--- src/rtl/ddr3_frame_reader_pkg.sv ---
// Shared types and defaults for the DDR3 frame reader: FSM states,
// default geometry and the request-size helper.
package ddr3_frame_reader_pkg;

  typedef enum logic [2:0] {
    ST_IDLE       = 3'd0,
    ST_ARM        = 3'd1,
    ST_REQ        = 3'd2,
    ST_WAIT_SPACE = 3'd3,
    ST_DRAIN      = 3'd4
  } state_t;

  localparam int DEF_ADDR_W     = 26;
  localparam int DEF_DATA_W     = 128;
  localparam int DEF_BURST_LEN  = 4;
  localparam int DEF_FIFO_DEPTH = 256;
  localparam int DEF_USED_W     = 9;
  localparam int DEF_MARGIN     = 4;

  // Beats for the next request: the burst size, or whatever is left if smaller.
  function automatic logic [2:0] min_size(input logic [23:0] remaining,
                                          input int unsigned burst_len);
    logic [2:0] len;
    if (remaining < 24'(burst_len)) len = remaining[2:0];
    else                            len = burst_len[2:0];
    return len;
  endfunction

endpackage

--- src/rtl/ddr3_read_credit.sv ---
// Tracks beats requested but not yet returned and decides whether the pixel
// FIFO still has room for one more request of i_chk_len beats.
module ddr3_read_credit #(
  parameter int USED_W     = 9,
  parameter int FIFO_DEPTH = 256,
  parameter int MARGIN     = 4
) (
  input  logic              clk,
  input  logic              rst_n,
  input  logic              i_accept,
  input  logic [2:0]        i_acc_len,
  input  logic              i_beat_vld,
  input  logic [2:0]        i_chk_len,
  input  logic [USED_W-1:0] i_fifo_used,
  output logic              o_can_issue,
  output logic              o_beat_ok,
  output logic              o_idle,
  output logic              o_last
);

  localparam int CW = USED_W + 2;
  localparam logic [CW-1:0] LIMIT = CW'(FIFO_DEPTH - MARGIN);

  logic [CW-1:0] r_outstanding;
  logic [CW-1:0] w_acc_add;
  logic [CW-1:0] w_sum;

  assign w_acc_add = CW'(i_accept ? i_acc_len : 3'd0);

  // A request accepted this cycle already holds FIFO space for the next check;
  // a beat returning this cycle is not yet reflected in i_fifo_used, so it is
  // still counted.
  assign w_sum = CW'(i_fifo_used) + r_outstanding + w_acc_add + CW'(i_chk_len);

  assign o_can_issue = (w_sum <= LIMIT);
  assign o_beat_ok   = i_beat_vld && (r_outstanding != '0);
  assign o_idle      = (r_outstanding == '0);
  assign o_last      = (r_outstanding == CW'(1));

  always_ff @(posedge clk or negedge rst_n) begin
    if (!rst_n) begin
      r_outstanding <= '0;
    end else begin
      r_outstanding <= r_outstanding + w_acc_add - CW'(o_beat_ok);
    end
  end

endmodule

--- src/rtl/ddr3_frame_reader.sv ---
// Streams one frame per frame_start from DDR3 (Avalon-MM burst reads) into the
// VGA pixel FIFO, only issuing reads the FIFO is guaranteed to have room for.
module ddr3_frame_reader
  import ddr3_frame_reader_pkg::*;
#(
  parameter int ADDR_W     = DEF_ADDR_W,
  parameter int DATA_W     = DEF_DATA_W,
  parameter int BURST_LEN  = DEF_BURST_LEN,
  parameter int FIFO_DEPTH = DEF_FIFO_DEPTH,
  parameter int USED_W     = DEF_USED_W,
  parameter int MARGIN     = DEF_MARGIN
) (
  input  logic              ddr3_clk,
  input  logic              reset_n,
  input  logic              enable,
  input  logic              frame_start,
  input  logic [ADDR_W-1:0] frame_base_addr,
  input  logic [23:0]       frame_words,
  input  logic [USED_W-1:0] fifo_wr_used,
  output logic              fifo_wr_en,
  output logic [DATA_W-1:0] fifo_wr_data,
  input  logic              ddr3_avl_ready,
  output logic              ddr3_avl_burstbegin,
  output logic [2:0]        ddr3_avl_size,
  output logic              ddr3_avl_read_req,
  output logic [ADDR_W-1:0] ddr3_avl_addr,
  input  logic              ddr3_avl_read_data_valid,
  input  logic [DATA_W-1:0] ddr3_avl_read_data,
  output logic              busy,
  output logic              frame_done,
  output logic              frame_overrun,
  output logic              spurious_beat
);

  state_t            r_state;
  logic [ADDR_W-1:0] r_cur_addr;
  logic [23:0]       r_remaining;
  logic              r_abort;
  logic              r_read_req;
  logic              r_burstbegin;
  logic [2:0]        r_size;
  logic              r_wr_en;
  logic [DATA_W-1:0] r_wr_data;
  logic              r_frame_done;
  logic              r_overrun;
  logic              r_spurious;

  logic              w_accept;
  logic [23:0]       w_rem_next;
  logic [23:0]       w_rem_sel;
  logic [2:0]        w_chk_len;
  logic              w_can_issue;
  logic              w_beat_ok;
  logic              w_idle;
  logic              w_last;

  assign w_accept   = r_read_req && ddr3_avl_ready;
  assign w_rem_next = r_remaining - 24'(r_size);

  // The credit check always looks at the request that would go out next.
  assign w_rem_sel  = (r_state == ST_ARM) ? frame_words :
                      (w_accept ? w_rem_next : r_remaining);
  assign w_chk_len  = min_size(w_rem_sel, BURST_LEN);

  ddr3_read_credit #(
    .USED_W    (USED_W),
    .FIFO_DEPTH(FIFO_DEPTH),
    .MARGIN    (MARGIN)
  ) u_credit (
    .clk        (ddr3_clk),
    .rst_n      (reset_n),
    .i_accept   (w_accept),
    .i_acc_len  (r_size),
    .i_beat_vld (ddr3_avl_read_data_valid),
    .i_chk_len  (w_chk_len),
    .i_fifo_used(fifo_wr_used),
    .o_can_issue(w_can_issue),
    .o_beat_ok  (w_beat_ok),
    .o_idle     (w_idle),
    .o_last     (w_last)
  );

  always_ff @(posedge ddr3_clk or negedge reset_n) begin
    if (!reset_n) begin
      r_state      <= ST_IDLE;
      r_cur_addr   <= '0;
      r_remaining  <= '0;
      r_abort      <= 1'b0;
      r_read_req   <= 1'b0;
      r_burstbegin <= 1'b0;
      r_size       <= '0;
      r_wr_en      <= 1'b0;
      r_wr_data    <= '0;
      r_frame_done <= 1'b0;
      r_overrun    <= 1'b0;
      r_spurious   <= 1'b0;
    end else begin
      r_frame_done <= 1'b0;
      r_wr_en      <= w_beat_ok;
      if (w_beat_ok) r_wr_data <= ddr3_avl_read_data;

      if (!enable) begin
        r_overrun  <= 1'b0;
        r_spurious <= 1'b0;
      end else begin
        if (frame_start && (r_state != ST_ARM)) r_overrun <= 1'b1;
        if (ddr3_avl_read_data_valid && !w_beat_ok) r_spurious <= 1'b1;
      end

      if (w_accept) begin
        r_cur_addr  <= r_cur_addr + ADDR_W'(r_size);
        r_remaining <= w_rem_next;
      end

      case (r_state)
        ST_IDLE: begin
          if (enable) r_state <= ST_ARM;
        end

        ST_ARM: begin
          if (!enable) begin
            r_state <= ST_IDLE;
          end else if (frame_start) begin
            r_cur_addr  <= frame_base_addr;
            r_remaining <= frame_words;
            r_abort     <= 1'b0;
            if (frame_words == '0) begin
              r_frame_done <= 1'b1;
            end else if (w_can_issue) begin
              r_state      <= ST_REQ;
              r_read_req   <= 1'b1;
              r_burstbegin <= 1'b1;
              r_size       <= w_chk_len;
            end else begin
              r_state <= ST_WAIT_SPACE;
            end
          end
        end

        // A request on the bus is always held until the slave takes it.
        ST_REQ: begin
          r_burstbegin <= 1'b0;
          if (w_accept) begin
            if (!enable) begin
              r_abort    <= 1'b1;
              r_read_req <= 1'b0;
              r_state    <= ST_DRAIN;
            end else if (w_rem_next == '0) begin
              r_read_req <= 1'b0;
              r_state    <= ST_DRAIN;
            end else if (w_can_issue) begin
              r_burstbegin <= 1'b1;
              r_size       <= w_chk_len;
            end else begin
              r_read_req <= 1'b0;
              r_state    <= ST_WAIT_SPACE;
            end
          end
        end

        ST_WAIT_SPACE: begin
          if (!enable) begin
            r_abort <= 1'b1;
            r_state <= ST_DRAIN;
          end else if (w_can_issue) begin
            r_state      <= ST_REQ;
            r_read_req   <= 1'b1;
            r_burstbegin <= 1'b1;
            r_size       <= w_chk_len;
          end
        end

        ST_DRAIN: begin
          if (!enable) r_abort <= 1'b1;
          if (w_beat_ok && w_last && !r_abort && enable) r_frame_done <= 1'b1;
          if (w_idle && !r_wr_en) begin
            r_state <= (r_abort || !enable) ? ST_IDLE : ST_ARM;
          end
        end

        default: r_state <= ST_IDLE;
      endcase
    end
  end

  assign fifo_wr_en          = r_wr_en;
  assign fifo_wr_data        = r_wr_data;
  assign ddr3_avl_read_req   = r_read_req;
  assign ddr3_avl_burstbegin = r_burstbegin;
  assign ddr3_avl_size       = r_size;
  assign ddr3_avl_addr       = r_cur_addr;
  assign busy                = (r_state != ST_IDLE) && (r_state != ST_ARM);
  assign frame_done          = r_frame_done;
  assign frame_overrun       = r_overrun;
  assign spurious_beat       = r_spurious;

endmodule

--- config.mk ---
export PLATFORM = sky130hd
export DESIGN_NAME = ddr3_frame_reader
export DESIGN_NICKNAME = d
export VERILOG_FILES = /design/src/rtl/ddr3_frame_reader_pkg.sv /design/src/rtl/ddr3_read_credit.sv /design/src/rtl/ddr3_frame_reader.sv
export SDC_FILE = /design/constraint.sdc
export NUM_CORES = 1
export LEC_CHECK = 0
export CAP_MARGIN = 30
export CELL_PAD_IN_SITES_DETAIL_PLACEMENT = 1
export CELL_PAD_IN_SITES_GLOBAL_PLACEMENT = 2
export CORE_UTILIZATION = 26
export CTS_BUF_LIST = sky130_fd_sc_hd__clkbuf_8 sky130_fd_sc_hd__clkbuf_16
export DETAILED_ROUTE_END_ITERATION = 10
export PLACE_DENSITY_LB_ADDON = 0.1
export SYNTH_ARGS = -nofsm -noshare
export SYNTH_HDL_FRONTEND = slang
export SYNTH_SLANG_ARGS = --single-unit
--- constraint.sdc ---
create_clock -name ddr3_clk -period 7.18 [get_ports ddr3_clk]
set_input_delay 1.077 -clock ddr3_clk [delete_from_list [all_inputs] [get_ports ddr3_clk]]
set_output_delay 1.077 -clock ddr3_clk [all_outputs]
set_load 0.02 [all_outputs]
-- Word-level counts from Yosys, hierarchy flattened
Index checks and enable logic that the tools add are counted.
Widths: inputs -> output; s select.
- equal/unequal tests: 21
- reduce and logical (&&, ||, !) cells: 28
- multiplexer cells: 68
- div/mod/pow operators: 0
- shift-type cells: 0
- $lt $le $gt $ge: 2
- $mul: 0
- add/subtract/negate cells: 7
- bitwise logic cells: 0
- operator list (operator ; number):
    $mux 24 ; 5
    $mux 26 ; 4
    $mux 3 ; 21
    $logic_not 24->1 ; 2
    $mux 1 ; 32
    $add 26x3->26 ; 1
    $lt 24x3->1 const B ; 1
    $sub 24x3->24 ; 1
    $add 11x11->11 ; 2
    $ne 2x2->1 const B ; 8
    $pmux 3 s5 ; 1
    $reduce_and 7->1 ; 2
    $add 11x3->11 ; 1
    $add 9x11->11 ; 1
    $eq 11x1->1 const B ; 1
    $le 11x8->1 const B ; 1
    $logic_not 11->1 ; 1
    $reduce_bool 11->1 ; 1
    $sub 11x1->11 ; 1
    $logic_and 1x1->1 ; 9
    $pmux 1 s3 ; 3
    $pmux 3 s3 ; 1
    $reduce_bool 3->1 ; 3
    $reduce_and 8->1 ; 1
    other kinds (15) ; 22
- output and inout port bits: 164
- memories: 0
- bits in read-only memories: 0
- input bits: 193
- bits in latches: 0
- memory bits (writable): 0
- logic and storage cells: 139
- flip-flop bits (word level): 202

-- Logic depth before layout (Yosys ltp)
- depth in word-level cells: 12
- depth in mapped cells: 25
- mapped depth without buffers: 25

-- Modules after synthesis
From an unflattened synthesis, not the netlist that was laid out.
- cell total of the unflattened synthesis: 952
- area, all modules: 10510.1 sq um
- by module, submodules not included (module ; sequential area each (sq um) ; cells an instance ; area each (sq um) ; instances):
    ddr3_frame_reader ; 4779.6 ; 770 ; 8869.8 ; 1
    ddr3_read_credit ; 275.3 ; 182 ; 1640.3 ; 1

-- Worst setup path after synthesis
Ideal clock, no wire load.
- path type: reg2reg
- start: reg r_size[0], in the netlist ddr3_avl_size[0]
- end: reg r_size[2], in the netlist ddr3_avl_size[2]
- data required time: 7.055 ns
- slack: 0.492 ns
- period minus slack after synthesis: 6.688 ns
- path buffers: 0
- setup time: 0.125 ns
- data arrival time: 6.563 ns
- cell stages (with the launch flop): 25
- path through: dfrtp_1 -> ha_1 -> inv_1 -> fa_1 -> a211oi_1 -> nand4_1 -> nor4bb_1 -> o21ai_1 -> a211oi_1 -> a41oi_1 -> a211o_1 -> nand2b_1 -> fa_1 -> inv_1 -> ha_1 -> inv_1 -> fa_1 -> and2_1 -> o21ai_0 -> o21ai_0 -> o211ai_1 -> o2111ai_1 -> a2111oi_0 -> o21ai_1 -> mux2_2
- word-level cells in the longest chain between the ends: 12
- elaborated cells between the ends (all ways): 21
- classes of those cells: 3 x add/sub; 2 x order compare; 1 x eq/ne; 13 x mux; 2 x reduce/logical
- RTL lines (what ; line ; RTL):
    start, declared ; ddr3_frame_reader.sv:41 ; logic [2:0] r_size;
    start signal, assigned ; ddr3_frame_reader.sv:133 ; r_size <= w_chk_len;
    start signal, assigned ; ddr3_frame_reader.sv:153 ; r_size <= w_chk_len;
    start signal, assigned ; ddr3_frame_reader.sv:169 ; r_size <= w_chk_len;
    $sub 24x3->24 (*) ; ddr3_frame_reader.sv:58 ; assign w_rem_next = r_remaining - 24'(r_size);
    $mux 24 (*) ; ddr3_frame_reader.sv:62 ; (w_accept ? w_rem_next : r_remaining);
    $mux 24 (*) ; ddr3_frame_reader.sv:61 ; assign w_rem_sel = (r_state == ST_ARM) ? frame_words :
    $lt 24x3->1 ; ddr3_frame_reader_pkg.sv:24 ; if (remaining < 24'(burst_len)) len = remaining[2:0];
    $mux 3 (*) ; ddr3_frame_reader_pkg.sv:24 ;
    named net u_credit.i_chk_len[2] ; ddr3_read_credit.sv:13 ; input logic [2:0] i_chk_len,
    $add 11x3->11 ; ddr3_read_credit.sv:33 ; assign w_sum = CW'(i_fifo_used) + r_outstanding + w_acc_add + CW'(i_chk_len);
    $le 11x8->1 ; ddr3_read_credit.sv:35 ; assign o_can_issue = (w_sum <= LIMIT);
    $mux 3 (*) ; ddr3_frame_reader.sv:129, ddr3_frame_reader.sv:151, ddr3_frame_reader.sv:165 ;
    $mux 3, on equally long branches ; ddr3_frame_reader.sv:148, ddr3_frame_reader.sv:127 ;
    $mux 3, on equally long branches ; ddr3_frame_reader.sv:144, ddr3_frame_reader.sv:123 ;
    $mux 3, on equally long branches ; ddr3_frame_reader.sv:143, ddr3_frame_reader.sv:121 ;
    $pmux 3 s3 (*) ; ddr3_frame_reader.sv:115 ; case (r_state)
Mark *: on every way through the listed nets, which the timed path passes. The rest lies on a longest branch. The select of a mux whose other input is x is not followed.
A chain may end at the register's enable or synchronous reset.

-- Worst setup path after layout
- start: reg r_remaining[0]
- end: reg r_size[2], in the netlist ddr3_avl_size[2]
- word-level cells in the longest chain between the ends: 12
- elaborated cells between the ends (all ways): 19
- classes of those cells: 2 x add/sub; 2 x order compare; 1 x eq/ne; 12 x mux; 2 x reduce/logical
- RTL lines (what ; line ; RTL):
    start, declared ; ddr3_frame_reader.sv:37 ; logic [23:0] r_remaining;
    start signal, assigned ; ddr3_frame_reader.sv:112 ; r_remaining <= w_rem_next;
    start signal, assigned ; ddr3_frame_reader.sv:125 ; r_remaining <= frame_words;
    $sub 24x3->24 ; ddr3_frame_reader.sv:58 ;
    $mux 24 (*) ; ddr3_frame_reader.sv:62 ;
    $mux 24 (*) ; ddr3_frame_reader.sv:61 ;
    $lt 24x3->1 ; ddr3_frame_reader_pkg.sv:24 ;
    $mux 3 (*) ; ddr3_frame_reader_pkg.sv:24 ;
    named net u_credit.i_chk_len[2] ; ddr3_read_credit.sv:13 ;
    $add 11x3->11 ; ddr3_read_credit.sv:33 ;
    $le 11x8->1 ; ddr3_read_credit.sv:35 ;
    $mux 3 (*) ; ddr3_frame_reader.sv:129, ddr3_frame_reader.sv:151, ddr3_frame_reader.sv:165 ;
    $mux 3, on equally long branches ; ddr3_frame_reader.sv:148, ddr3_frame_reader.sv:127 ;
    $mux 3, on equally long branches ; ddr3_frame_reader.sv:144, ddr3_frame_reader.sv:123 ;
    $mux 3, on equally long branches ; ddr3_frame_reader.sv:143, ddr3_frame_reader.sv:121 ;
    $pmux 3 s3 (*) ; ddr3_frame_reader.sv:115 ;
Marks and branches as above.

==> out/results.ini <==
[clocking]
clock_tree.htree_level_count = 1
worst_skew_pair.late_latency_ns = 0.56
tritoncts_buffer_count = 26
number_of_buffers_added_for_setup_after_cts = 0
clockRootBuffer = sky130_fd_sc_hd__clkbuf_16
tritoncts = built
cts_buffer_depth = 3
numClockSinks = 202
path_clk_slew_ns = 0.06

[status]
run_status = finished, final reports clean

[grt]
wire_length_of_the_first_global_routing_pass_mm = 63.49
grt_antenna_before_repair = 11
number_of_global_route_vias_before_repair = 10590
grt_overflow = 0
grt.total_usage_pct = 19.95
grt_max_degree = 132

[finish]
drive_gt1_share_pct = 5.143
area_delta_synth_final_pct = 47.60
fin_nets = 1804

[synthesis]
yosys.cell_types.count = 69
post_synth.cell_area_avg_sq_um = 8.650
synth_edf_count = 0
synth_largest_area_cell = sky130_fd_sc_hd__dfrtp_1
yosysSeqAreaShare_pct = 48.22
post_synth_arst_share_pct = 100.0
synthesis.yosys.warnings = 0
yosys_most_used_dff = sky130_fd_sc_hd__dfrtp_1
syn_nets = 1459
netlist_instances = 1212
yosys_register_bits = 202
yosys-top-cells-area = sky130_fd_sc_hd__dfrtp_1 48%, sky130_fd_sc_hd__nand2_1 17%, sky130_fd_sc_hd__ha_1 5.4%
synthDominantCellAreaShare_pct = 48.22
synth.cell_area_sq_um = 10480

[power]
power.ir.vdd_worst_v = 0.0001955
leakage_nw = 6.875
pwr_density_cell_nw_per_um2 = 343.8

[sta]
hold_violations = 0
final.hold.worst_slack_ns = 0.4511
finClkSkew_ns = 0.01161
max_clk_rate_mhz = 151.6
grt_setup_unrepaired = no
postLayoutSetupSlackWorst_ns = 0.5852
fin_crit_sh_pct = 91.85
slew_headroom_pct = 42.25
setup_viol = 0
timing_worst_slew_pin_value_ns = 0.8663
final.min_clock_period_ns = 6.595
report.final.slew_viol_count = 0
setup_total_negative_slack_ns = 0

[route]
ant_nets = 0
firstDrtPassIters = 4
drt-initial-drc-count = 463
via_per_inst = 4.647
wl_per_cell_microns = 19.54
drt_drc = 0
num_vias = 9777
routed_wirelength_mm = 41.11

[floorplanning]
initial_core_util_pct = 26.39
coreArea_sq_um = 39730
floorplan.io_pins = 357
die_width_microns = 202.8
die_height_microns = 202.8
num_rows = 73
fp.dieArea_sq_um = 41130

[run]
cap_viol_max_count = 0

[setup_path]
rr_worst_depth = 27
path_class = reg2reg
r2r_start = r_remaining[0]$_DFF_PN0_
critPathRequiredTime_ns = 7.62
worst_ep_arrival_time_ns = 7.03
end_kind = flip-flop
critPathLaunchType = flip-flop
ff2ff_setup_slack_ns = 0.59
path_max_fanout = 6
crit-reg2reg-capture = ddr3_avl_size[2]$_DFFE_PN0P_

[place]
placement.io_buffers = 356
place.detailed.hpwl_mm = 30.54
preCtsSetupSlack_ns = 0.1108
place.gp.congestion = 0.8582

[hold_path]
min-delay-path-class = in2async

-- metrics by stage --
| stage | area (sq um) | std cells | power [mW] | utilization (%) |
|---|---|---|---|---|
| after detailed placement | 14630 | 2054 | 4.067 | 36.81 |
| after floorplan | 10480 | 1212 | 3.128 | - |
| after CTS | 15460 | 2100 | 5.394 | 38.90 |
| final | 15470 | 2104 | 5.319 | 38.95 |
| after global routing | 15470 | 2101 | 5.708 | 38.93 |
| after global placement | 14630 | 2054 | 4.055 | 36.81 |
-- flip-flops by register name (all words and copies together), names as in the netlist --
name and count:
fifo_wr_data 128, fifo_wr_en 1, frame_done 1, r_remaining 24, ddr3_avl_read_req 1, frame_overrun 1
ddr3_avl_burstbegin 1, r_state 3, spurious_beat 1, r_abort 1, ddr3_avl_addr 26, u_credit.r_outstanding 11
ddr3_avl_size 3
-- cell families (layout without fill, tap and decap cells) --
kind of cell | after synthesis | after routing | synth area share (%)
buffers and inverters | 98 | 461 | 3.747
and+or+nand+nor | 640 | 640 | 26.44
DFF | 202 | 202 | 48.22
other | 0 | 4 | 0
adders and majority gates | 54 | 54 | 7.089
xor gates and xnor gates | 58 | 58 | 4.845
muxes | 5 | 5 | 0.5012
AOI/OAI and AO/OA | 155 | 155 | 9.166
-- cell usage in the layout (no fill, tap or decap), drive strengths merged, types with 9 or more instances in the layout --
cell type	Yosys	routed
o21ai	69	69
a21oi	26	26
buf	8	18
nor2	49	49
xnor2	37	37
or4	10	10
nor4	16	16
nor3	24	24
ha	45	45
fa	9	9
nand2	466	466
nand3	13	13
dfrtp	202	202
nand4	13	13
clkbuf	48	33
inv	42	46
clkinv	0	9
xor2	21	21
clkdlybuf4s50	0	355
-- critical path: stages (launching register included) --
cell	delay (ns)
sky130_fd_sc_hd__dfrtp_1	0.38
sky130_fd_sc_hd__inv_1	0.06
sky130_fd_sc_hd__ha_1	0.22
sky130_fd_sc_hd__inv_1	0.07
sky130_fd_sc_hd__fa_1	0.47
sky130_fd_sc_hd__a211oi_2	0.34
sky130_fd_sc_hd__buf_4	0.20
sky130_fd_sc_hd__nand2_1	0.13
sky130_fd_sc_hd__nor4b_1	0.35
sky130_fd_sc_hd__a31oi_1	0.07
sky130_fd_sc_hd__o31ai_1	0.34
sky130_fd_sc_hd__a41oi_1	0.16
sky130_fd_sc_hd__a211o_1	0.42
sky130_fd_sc_hd__nand2b_1	0.21
sky130_fd_sc_hd__fa_1	0.48
sky130_fd_sc_hd__inv_1	0.08
sky130_fd_sc_hd__ha_1	0.19
sky130_fd_sc_hd__inv_1	0.06
sky130_fd_sc_hd__fa_1	0.43
sky130_fd_sc_hd__and2_1	0.21
sky130_fd_sc_hd__o21ai_0	0.16
sky130_fd_sc_hd__o21ai_0	0.10
sky130_fd_sc_hd__o211ai_1	0.16
sky130_fd_sc_hd__o2111ai_1	0.18
sky130_fd_sc_hd__a2111oi_1	0.39
sky130_fd_sc_hd__buf_4	0.20
sky130_fd_sc_hd__o21ai_1	0.10
sky130_fd_sc_hd__mux2_2	0.29
-- synthesized netlist by cell type (9+ instances only) --
cell                       count
sky130_fd_sc_hd__nor3_1       23
sky130_fd_sc_hd__nand4_1      13
sky130_fd_sc_hd__fa_1          9
sky130_fd_sc_hd__a21oi_1      26
sky130_fd_sc_hd__ha_1         45
sky130_fd_sc_hd__inv_1        42
sky130_fd_sc_hd__nor4_1       14
sky130_fd_sc_hd__dfrtp_1     202
sky130_fd_sc_hd__nand2_1     466
sky130_fd_sc_hd__xnor2_1      37
sky130_fd_sc_hd__xor2_1       21
sky130_fd_sc_hd__o21ai_1      10
sky130_fd_sc_hd__clkbuf_1     47
sky130_fd_sc_hd__nor2_1       49
sky130_fd_sc_hd__o21ai_0      59
sky130_fd_sc_hd__nand3_1      12
-- how the worst max path moves through the flow --
stage / start / to / slack [ns]
after global placement: ddr3_avl_ready / ddr3_avl_size[2]$_DFFE_PN0P_ / 0.19
after floorplan: ddr3_avl_size[0]$_DFFE_PN0P_ / ddr3_avl_size[2]$_DFFE_PN0P_ / 0.49
after global routing: r_remaining[0]$_DFF_PN0_ / ddr3_avl_size[2]$_DFFE_PN0P_ / 0.04
after CTS: r_remaining[0]$_DFF_PN0_ / ddr3_avl_size[2]$_DFFE_PN0P_ / 0.49
after detailed placement: ddr3_avl_ready / ddr3_avl_size[2]$_DFFE_PN0P_ / 0.11
final: r_remaining[0]$_DFF_PN0_ / ddr3_avl_size[2]$_DFFE_PN0P_ / 0.59
-- cell type report --
class,count,area [sq um]
inverters,42,160.2
repair buffers,373,3709
well taps,525,656.9
diodes,4,10.01
fillers,4571,24260
clock inverters,13,85.08
multi-input cells,912,5051
flip-flops and latches,202,5055
clock buffers,33,747.0
-- what timing repair did --
| action | CTS | global route |
|---|---|---|
| resized for setup | 0 | 2 |
| hold buffers | 0 | 0 |
| endpoints found under the setup margin | 0 | 1 |
-- power by group --
part	switching, mW	total [mW]	internal [mW]	leakage (nW)
Combinational	1.28	2.33	1.05	3.97
Clock	0.541	1.27	0.732	0.435
Sequential	0.318	1.72	1.40	2.47
-- metal layers --
metal	track usage (%)	vias to the layer above	share of wire (%)
met5	0	-	0.24
met2	33.51	253	48
met4	3.598	14	1.5
met3	9.053	57	9.9
li1	-	4706	-
met1	23.45	4747	41
No activity file was read; power rests on OpenSTA's default activity.
